## src/rtl/pc_predict.sv

```systemverilog
// Program counter and direct-mapped branch target buffer for the fetch stage.
// Chooses the next fetch address and trains 2-bit saturating counters on resolved branches.
module pc_predict #(
    parameter int          IDX_W      = 3,
    parameter logic [15:0] RESET_PC   = 16'h0000,
    parameter logic [15:0] INT_VECTOR = 16'h0008
) (
    input  logic        CLK,
    input  logic        RST,
    input  logic        stall_pc_i,
    input  logic        isintzero_i,
    input  logic        jr_i,
    input  logic [15:0] jr_target_i,
    input  logic        prewrong_i,
    input  logic        precorrc_i,
    input  logic [15:0] br_pc_i,
    input  logic        br_taken_i,
    input  logic [15:0] br_target_i,
    output logic [15:0] pc_o,
    output logic [15:0] pc_plus1_o,
    output logic        prediction_o,
    output logic [15:0] pred_target_o
);

    localparam int N     = 1 << IDX_W;
    localparam int TAG_W = 16 - IDX_W;

    logic [15:0]      pc_q, pc_d;
    logic [N-1:0]     valid_q, valid_d;
    logic [TAG_W-1:0] tag_q    [N];
    logic [TAG_W-1:0] tag_d    [N];
    logic [15:0]      target_q [N];
    logic [15:0]      target_d [N];
    logic [1:0]       cnt_q    [N];
    logic [1:0]       cnt_d    [N];

    logic [IDX_W-1:0] lk_idx;
    logic             lk_hit;
    logic [IDX_W-1:0] upd_idx;
    logic [TAG_W-1:0] upd_tag;
    logic             upd_en;
    logic             upd_hit;

    assign lk_idx        = pc_q[IDX_W-1:0];
    assign lk_hit        = valid_q[lk_idx] && (tag_q[lk_idx] == pc_q[15:IDX_W]);
    assign prediction_o  = lk_hit && cnt_q[lk_idx][1];
    assign pred_target_o = lk_hit ? target_q[lk_idx] : 16'h0000;
    assign pc_o          = pc_q;
    assign pc_plus1_o    = pc_q + 16'd1;

    assign upd_idx = br_pc_i[IDX_W-1:0];
    assign upd_tag = br_pc_i[15:IDX_W];
    assign upd_en  = (prewrong_i || precorrc_i) && !isintzero_i;
    assign upd_hit = valid_q[upd_idx] && (tag_q[upd_idx] == upd_tag);

    always_comb begin
        pc_d = pc_q + 16'd1;
        if (isintzero_i)       pc_d = INT_VECTOR;
        else if (stall_pc_i)   pc_d = pc_q;
        else if (prewrong_i)   pc_d = br_taken_i ? br_target_i : br_pc_i + 16'd1;
        else if (jr_i)         pc_d = jr_target_i;
        else if (prediction_o) pc_d = pred_target_o;
    end

    // Lookup uses the registered entry, so a same-cycle update is only seen next cycle.
    always_comb begin
        valid_d  = valid_q;
        tag_d    = tag_q;
        target_d = target_q;
        cnt_d    = cnt_q;
        if (upd_en) begin
            if (upd_hit) begin
                if (br_taken_i) begin
                    cnt_d[upd_idx]    = (cnt_q[upd_idx] == 2'b11) ? 2'b11 : cnt_q[upd_idx] + 2'd1;
                    target_d[upd_idx] = br_target_i;
                end else begin
                    cnt_d[upd_idx]    = (cnt_q[upd_idx] == 2'b00) ? 2'b00 : cnt_q[upd_idx] - 2'd1;
                end
            end else if (br_taken_i) begin
                valid_d[upd_idx]  = 1'b1;
                tag_d[upd_idx]    = upd_tag;
                target_d[upd_idx] = br_target_i;
                cnt_d[upd_idx]    = 2'b10;
            end
        end
    end

    always_ff @(posedge CLK or negedge RST) begin
        if (!RST) begin
            pc_q    <= RESET_PC;
            valid_q <= '0;
            for (int i = 0; i < N; i++) begin
                tag_q[i]    <= '0;
                target_q[i] <= '0;
                cnt_q[i]    <= 2'b01;
            end
        end else begin
            pc_q     <= pc_d;
            valid_q  <= valid_d;
            tag_q    <= tag_d;
            target_q <= target_d;
            cnt_q    <= cnt_d;
        end
    end

endmodule

```

## config.mk

```make
export PLATFORM = sky130hd
export DESIGN_NAME = pc_predict
export DESIGN_NICKNAME = d
export VERILOG_FILES = /design/src/rtl/pc_predict.sv
export SDC_FILE = /design/constraint.sdc
export NUM_CORES = 1
export LEC_CHECK = 0
export BUFFER_PORTS_ARGS = -buffer_cell sky130_fd_sc_hd__buf_2
export CORE_ASPECT_RATIO = 1.4
export CORE_UTILIZATION = 50
export DETAILED_ROUTE_END_ITERATION = 8
export GPL_ROUTABILITY_DRIVEN = 0
export MAX_ROUTING_LAYER = met4
export PLACE_DENSITY_LB_ADDON = 0.15
export SYNTH_ARGS = -nofsm -noshare
export SYNTH_HDL_FRONTEND = slang
export SYNTH_SLANG_ARGS = --single-unit
```

## constraint.sdc

```tcl
create_clock -name CLK -period 4.6 [get_ports CLK]
set_input_delay 0.46 -clock CLK [delete_from_list [all_inputs] [get_ports CLK]]
set_output_delay 0.46 -clock CLK [all_outputs]
set_load 0.02 [all_outputs]
```

Word level (Yosys, flattened, before mapping)
Index checks and enable logic that the tools add are counted.
- word-level logic and storage cells: 103
- RAM bits: 0
- latch bits: 0
- bits in registers: 272
- bits in read-only memories: 0
- input port bits: 56
- memories kept: 0
- output and inout bits: 49
- div/mod/pow operators: 0
- eq/ne operators: 4
- reductions and logical operators: 13
- multipliers: 0
- add/subtract/negate cells: 4
- magnitude comparators: 6
- multiplexer cells: 43
- bitwise gates (word level): 7
- shift-type cells: 0
- operators with widths (cell ; number):
    16-bit 2-to-1 mux ; 13
    128-bit bitwise mux ; 1
    104-bit bitwise mux ; 1
    13-bit binary-select mux with 3-bit select ; 2
    13-bit 2-to-1 mux ; 5
    16-bit binary-select mux with 3-bit select ; 1
    16-bit demux with 3-bit select ; 1
    13-bit demux with 3-bit select ; 1
    16-bit by 1-bit adder with 16-bit output, second input constant ; 2
    16-bit bitwise mux ; 2
    13-bit equality test ; 2
    8-bit OR ; 2
    2-bit 2-to-1 mux ; 7
    2-bit binary-select mux with 3-bit select ; 2
    8-bit AND ; 1
    4-bit greater-or-equal comparator, second input constant ; 2
    3-bit by 4-bit less-than comparator with 1-bit output, second input constant ; 2
    3-bit inverter with 4-bit output ; 2
    8-bit inverter ; 1
    1-bit binary-select mux with 3-bit select ; 2
    2-bit demux with 3-bit select ; 1
    1-bit logical AND ; 6
    4-bit by 1-bit less-than comparator with 1-bit output, second input constant ; 1
    2-bit AND reduction ; 2
    13 further kinds ; 15

Longest topological paths before layout
Gate-level depths: netlist of the first run.
- depth in word-level cells: 12
- gate-level depth with buffers: 15
- mapped depth without buffers: 9

Least setup slack after synthesis of the first run
Ideal clock, no wire load.
- kind: flip-flop to output port
- start: register pc_q[1] (netlist: pc_o[1])
- end: output pred_target_o[0]
- buffers on the path: 3
- arrival: 3349 ps
- data required time: 4140 ps
- cell stages (with the launch flop): 11
- path slack: 791 ps
- path through: dfrtp_1 buf_2 mux4_2 mux2i_1 xnor2_1 a2111oi_4 inv_1 or4b_2 clkbuf_1 buf_6 nor2_1
- longest elaborated chain between the ends: 7
- elaborated cells on any way between the ends: 12
- those cells by class: 1 x eq/ne; 9 x mux; 1 x bitwise; 1 x reduce/logical
- RTL lines (element ; RTL line ; RTL):
    start: declaration ; 28 ; logic [15:0] pc_q, pc_d;
    start signal: assignment ; 98 ; pc_q <= pc_d;
    3-bit inverter with 4-bit output (implied by the code) ; 45, 47 ;
    13-bit binary-select mux with 3-bit select ; 45 ; assign lk_hit = valid_q[lk_idx] && (tag_q[lk_idx] == pc_q[15:IDX_W]);
    13-bit 2-to-1 mux (implied by the code) (2 in a row) ; 45 ;
    13-bit equality test ; 45 ;
    1-bit logical AND ; 45 ;
    16-bit 2-to-1 mux (*) ; 47 ; assign pred_target_o = lk_hit ? target_q[lk_idx] : 16'h0000;
    end: declaration ; 22 ; output logic [15:0] pred_target_o
Every way passes the cells marked *; elsewhere a longest branch is shown, timed or not. The select of a mux whose other input is x is not followed.

Worst setup path in the final report of the first run
- start: register pc_q[1] (netlist: pc_o[1])
- end: output pred_target_o[9]
Same word-level chain as after synthesis.

==> impl_metrics.toml, run 1 <==
[run_status]
status = "finished, final reports clean"

[floorplanning]
rows = 75
die_h_um = 210
start_util_pct = 51.2
die-area_um2 = 31600
core_area_um2 = 30100
ios = 105
die_w_um = 150

[sta]
layout_min_cycle_time_ns = 4.50
slew_viol_final = 0
fin_tns_setup_ns = 0
hold_violations = 0
hold-worst-slack_ns = 0.133
fin_skew_ns = 0.0178
relSlewSlack_pct = 40.3
grt_setup_unrepaired = "false"
timing.final.crit_share_pct = 97.8
setup_viol = 0
max_freq_ghz = 0.222
worst_slew_pin_slew_ns = 0.896

[clock_network]
numCtsBuffers = 30
cts_sinks = 272
cts_tree = "done"
clkTransAtPathRegs_ns = 0.06
htreeDepth = 1
cts_root_buffer = "clkbuf_16"
clock_path_buffers = 3
clk_latency_ns = 0.57

[global_route]
grt_pass1_vias = 11200
antenna_found_initial = 2
overflow = 0
grt_pass1_wl_um = 68600
grt_usage_pct = 30.1
grt_max_degree = 104

[cells_and_area]
postLayoutCellArea_um2 = 17500
finalNonFillerCells = 1747
area_delta_synth_final_pct = 13.5
layout_commonest_cell = "dfrtp_1"
fin_nets = 1394
final_cell_mix = "dfrtp_1, mux2_2, buf_2"
drive_gt1_share_pct = 41.0

[detailed_routing]
final_antenna_net_count = 0
vias_per_cell = 6.28
drc = 0
wl_um = 44900
drt-initial-drc-count = 708
wl_met1_um = 18900
first_pass_iters = 5
wl_per_cell_um = 25.7
highest_layer = "met4"
met2WireLength_um = 21900
vias = 11000
wl_met3_um = 2460

[setup_path]
r2r_start = "pc_o[1]"
worstPathCellList = "nor2_1 > a22oi_1 > a31o_2 > a2111oi_4 > inv_1 > or4b_4 > a21oi_1 > buf_2"
cp_max_fo = 18
end_kind = "primary output"
critPathLaunchType = "register"
required_ns = 4.14
cp_num_buf_inv = 2
ff2ff_setup_slack_ns = 0.54
critPathArrivalTime_ns = 4.04
timing.rr.end = "pc_o[6]"
path_delay_family = "compound AO/OA/AOI/OAI gates"
worst_path_max_delay_cell = "or4b_4"
slowest_delay_ns = 0.69
critPathKind = "reg2out"
r2r_cells = 9

[flow_run]
maxCapViolations = 0

[placement]
dp.cells = 1687
place_area_um2 = 16300
hpwl_um = 29700
placement.io_buffers = 104

[logic_synthesis]
ys_seq_area_share_pct = 44.2
synth_edf_count = 0
syn-instance-count = 1249
synth_area_um2 = 15400
synth-async-reset-ratio_pct = 100
ys_ff_latch = 272
synth_nets = 1307
synth.avg_cell_area_um2 = 12.3
synth_warnings = 0
ys.flop_type = "dfrtp_1"
synth_cell_type_count = 68

[pwr]
pwr_density_cell_nw_per_um2 = 446
vdd.ir_drop.worst_v = 0.000375
p_leak_nw = 7.68

[hold_path]
hold_path_end = "pc_o[13]"
hp-class = "in2reg"
hold_depth = 2
min_from = "isintzero_i"
synth_stat cells, drive strengths merged (3+ instances only):
library cell	instances	area, um2
nor3	11	55.1
or2	3	18.8
nand2	70	263
nand4	13	81.3
o221ai	16	140
inv	21	78.8
nand2b	18	113
o211ai	3	22.5
nor4	3	33.8
clkbuf	48	180
nand3	22	110
and3	9	56.3
o22ai	14	87.6
nor2	65	244
mux4	54	1220
a31oi	6	37.5
dfstp	8	210
nor2b	14	87.6
xor2	21	184
and2	6	37.5
a21oi	23	115
a221oi	15	138
a21o	4	30.0
mux2i	88	881
a22oi	26	195
o21ai	22	159
a22o	5	43.8
nor3b	4	30.0
dfrtp	264	6610
buf	44	303
xnor2	27	236
nand3b	3	22.5
mux2	266	3100
registers in the layout (all words and copies together), names as in the netlist:
name and cells:
valid_q 8, tag_q 104, cnt_q 16, target_q 128
pc_o 16
logic make-up (layout without fill, tap and decap cells):
group	Yosys count	count (layout)	share of synthesized area, %
compound gates	155	155	7.60
xor+xnor	48	48	2.73
fa+ha+maj	4	4	0.292
buf+inv	114	225	3.67
flops	272	272	44.2
mux	408	408	33.7
other cells	0	2	0
simple gates	248	248	7.83
per-layer routing:
| metal | vias to the layer above | global-route usage (%) |
|---|---|---|
| li1 | 4798 | - |
| met1 | 5696 | 38.8 |
| met2 | 389 | 48.0 |
| met3 | 94 | 4.57 |
| met4 | 0 | 10.7 |
| met5 | - | - |
worst max-delay path by stage:
stage,end,from,slack [ns],cells after the start
global placement,pred_target_o[9],pc_o[1],0.29,8
global route,pred_target_o[9],pc_o[1],0.02,8
floorplan,pred_target_o[0],pc_o[1],0.79,10
finish,pred_target_o[9],pc_o[1],0.10,8
detailed placement,pred_target_o[9],pc_o[1],0.29,8
CTS,pred_target_o[9],pc_o[1],0.16,8
stage by stage:
step	power (mW)	setup slack, ns	utilization [%]
CTS	7.85	0.157	58.1
floorplan	4.52	0.791	-
finish	7.81	0.102	58.1
global route	8.13	0.0150	58.1
detailed placement	5.08	0.288	54.2
global placement	5.03	0.287	54.2
area by class of cell:
cell class | count | area, um2
well taps | 385 | 482
inverters | 22 | 82.6
diodes | 2 | 5.00
clock inverters | 17 | 269
clock buffers | 39 | 866
multi-input cells | 863 | 8080
repair buffers | 147 | 901
flip-flops and latches | 272 | 6830
fillers | 2518 | 12600
power by group:
group          leakage [nW]  internal [mW]  switching [mW]
Clock                 0.558           1.71            1.02
Combinational          3.76          0.959           0.820
Sequential             3.36           2.91           0.385
what timing repair did:
item                                    CTS  global route
endpoints found under the setup margin   16             0
gates resized for setup                   2             0
hold buffers                              1             0
buffers inserted                          1             0
hold endpoints to repair                 72             0
(Power assumes the default switching activity.)
==> run 2, diff against run 1 <==
--- a/config.mk
+++ b/config.mk
@@ -5,10 +5,10 @@
 export SDC_FILE = /design/constraint.sdc
 export NUM_CORES = 1
 export LEC_CHECK = 0
-export BUFFER_PORTS_ARGS = -buffer_cell sky130_fd_sc_hd__buf_2
 export CORE_ASPECT_RATIO = 1.4
 export CORE_UTILIZATION = 50
 export DETAILED_ROUTE_END_ITERATION = 8
+export DONT_BUFFER_PORTS = 1
 export GPL_ROUTABILITY_DRIVEN = 0
 export MAX_ROUTING_LAYER = met4
 export PLACE_DENSITY_LB_ADDON = 0.15
==> impl_metrics.toml, run 2 (synthesized netlist as in run 1, its figures left out) <==
[run_status]
status = "complete, but fails checks"
violations = "negative hold slack"

[global_route]
grt_usage_pct = 30.1
grt_pass1_wl_um = 68600
grt_max_degree = 273
grt_pass1_vias = 11200
overflow = 0
antenna_found_initial = 1

[flow_run]
maxCapViolations = 0

[pwr]
vdd.ir_drop.worst_v = 0.000529
pwr_density_cell_nw_per_um2 = 439
clkPwrFrac_pct = 34.1
p_comb_share_pct = 21.1
p_switching_mw = 2.08
power_mw = 7.42
p_sw_share_pct = 28.0
seq_power_share_pct = 44.7
p_leak_nw = 7.18
power.internal_mw = 5.34

[placement]
hpwl_um = 29200
post-place-ws_ns = 0.432
place_area_um2 = 15800
placement.io_buffers = 0

[cells_and_area]
fin_nets = 1297
layout_commonest_cell = "dfrtp_1"
top_regs = "target_q: 128 flops, tag_q: 104 flops"
multiInputGateArea_um2 = 8080
final_cell_mix = "dfrtp_1, mux2_2, mux2i_1"
drive_gt1_share_pct = 36.2
layout.area.seq_um2 = 6830
regMostFlops = "target_q"
largest_register_ff_count = 128
postLayoutCellArea_um2 = 16900
nFillCells = 2513
area_delta_synth_final_pct = 9.53

[detailed_routing]
wl_per_cell_um = 27.0
final_antenna_net_count = 0
vias = 10600
drc = 0
wl_um = 44500
first_pass_iters = 5
vias_per_cell = 6.42
drt-initial-drc-count = 597

[clock_network]
htreeDepth = 1
cts_sinks = 272
numCtsBuffers = 29
clk_latency_ns = 0.57
cts_hold_repair.buffers = 1
cts_tree = "done"
cts_root_buffer = "clkbuf_16"
clock_path_buffers = 3
clkTransAtPathRegs_ns = 0.07

[sta]
fin_tns_setup_ns = 0
layout_min_cycle_time_ns = 4.39
grt_setup_unrepaired = "false"
hold_violations = 269
hold-worst-slack_ns = -0.392
setup_viol = 0
relSlewSlack_pct = 37.3
slew_viol_final = 0
fin_skew_ns = 0.0259
worst_slack_ns = 0.211
worst_slew_pin_slew_ns = 0.940
timing.final.crit_share_pct = 95.4
max_freq_ghz = 0.228

[setup_path]
timing.rr.end = "pc_o[14]"
end_kind = "primary output"
r2r_cells = 9
critPathArrivalTime_ns = 3.93
required_ns = 4.14
cp_max_fo = 38
critPathLaunchType = "register"
critPathKind = "reg2out"
r2r_start = "pc_o[0]"
ff2ff_setup_slack_ns = 0.85

[hold_path]
hp-class = "in2async"

[floorplanning]
ios = 105
die_h_um = 210
core_area_um2 = 30100
rows = 75
die-area_um2 = 31600
die_w_um = 150
start_util_pct = 51.2
[run 2: per-layer routing]
layer | vias up | share of wire [%] | track usage (%)
met5 | - | 0 | -
met4 | 0 | 3.4 | 11.0
met3 | 113 | 6.1 | 4.98
met2 | 348 | 50 | 49.4
met1 | 5502 | 40 | 37.2
li1 | 4611 | - | -
[run 2: metrics by stage]
stage	utilization [%]	instances
5_1_grt	56.1	1647
4_1_cts	56.1	1646
3_3_place_gp	52.6	1591
2_1_floorplan	-	1249
6_report	56.1	1647
3_5_place_dp	52.6	1591
[run 2: final cells by class]
class / instances / share of cell area, %
multi-input cells: 863 / 47.8
flip-flops and latches: 272 / 40.4
clock buffers: 38 / 4.79
well taps: 385 / 2.85
repair buffers: 51 / 2.33
clock inverters: 15 / 1.30
inverters: 22 / 0.489
diodes: 1 / 0.0148
[run 2: power by group through the flow]
stage | Combinational [mW] | Clock (mW) | Sequential, mW
finish | 1.57 | 2.53 | 3.32
global route | 1.68 | 2.67 | 3.38
CTS | 1.57 | 2.58 | 3.31
detailed placement | 1.56 | 0 | 3.35
global placement | 1.52 | 0 | 3.33
floorplan | 1.34 | 0 | 3.17
[run 2: how the worst max path moves through the flow]
stage	from	to	slack, ns	cells after the start
floorplan	pc_o[1]	pred_target_o[0]	0.79	10
global route	pc_o[0]	pc_plus1_o[14]	0.07	7
finish	pc_o[0]	pc_plus1_o[14]	0.21	7
CTS	pc_o[0]	pc_plus1_o[14]	0.20	7
detailed placement	pc_o[1]	pred_target_o[14]	0.43	8
global placement	pc_o[1]	pred_target_o[4]	0.58	8
[run 2: critical path, cell delays in order (launching register included)]
cell     delay, ns
dfrtp_4       0.73
buf_4         0.68
ha_1          0.39
nand2_1       0.11
nor2_1        0.31
and3_1        0.33
nand3_1       0.16
xnor2_1       0.63
[run 2: what timing repair did]
action	CTS	global route
endpoints found under the hold margin	273	272
buffers inserted	1	0
gates resized for setup	2	0
endpoints found under the setup margin	16	0
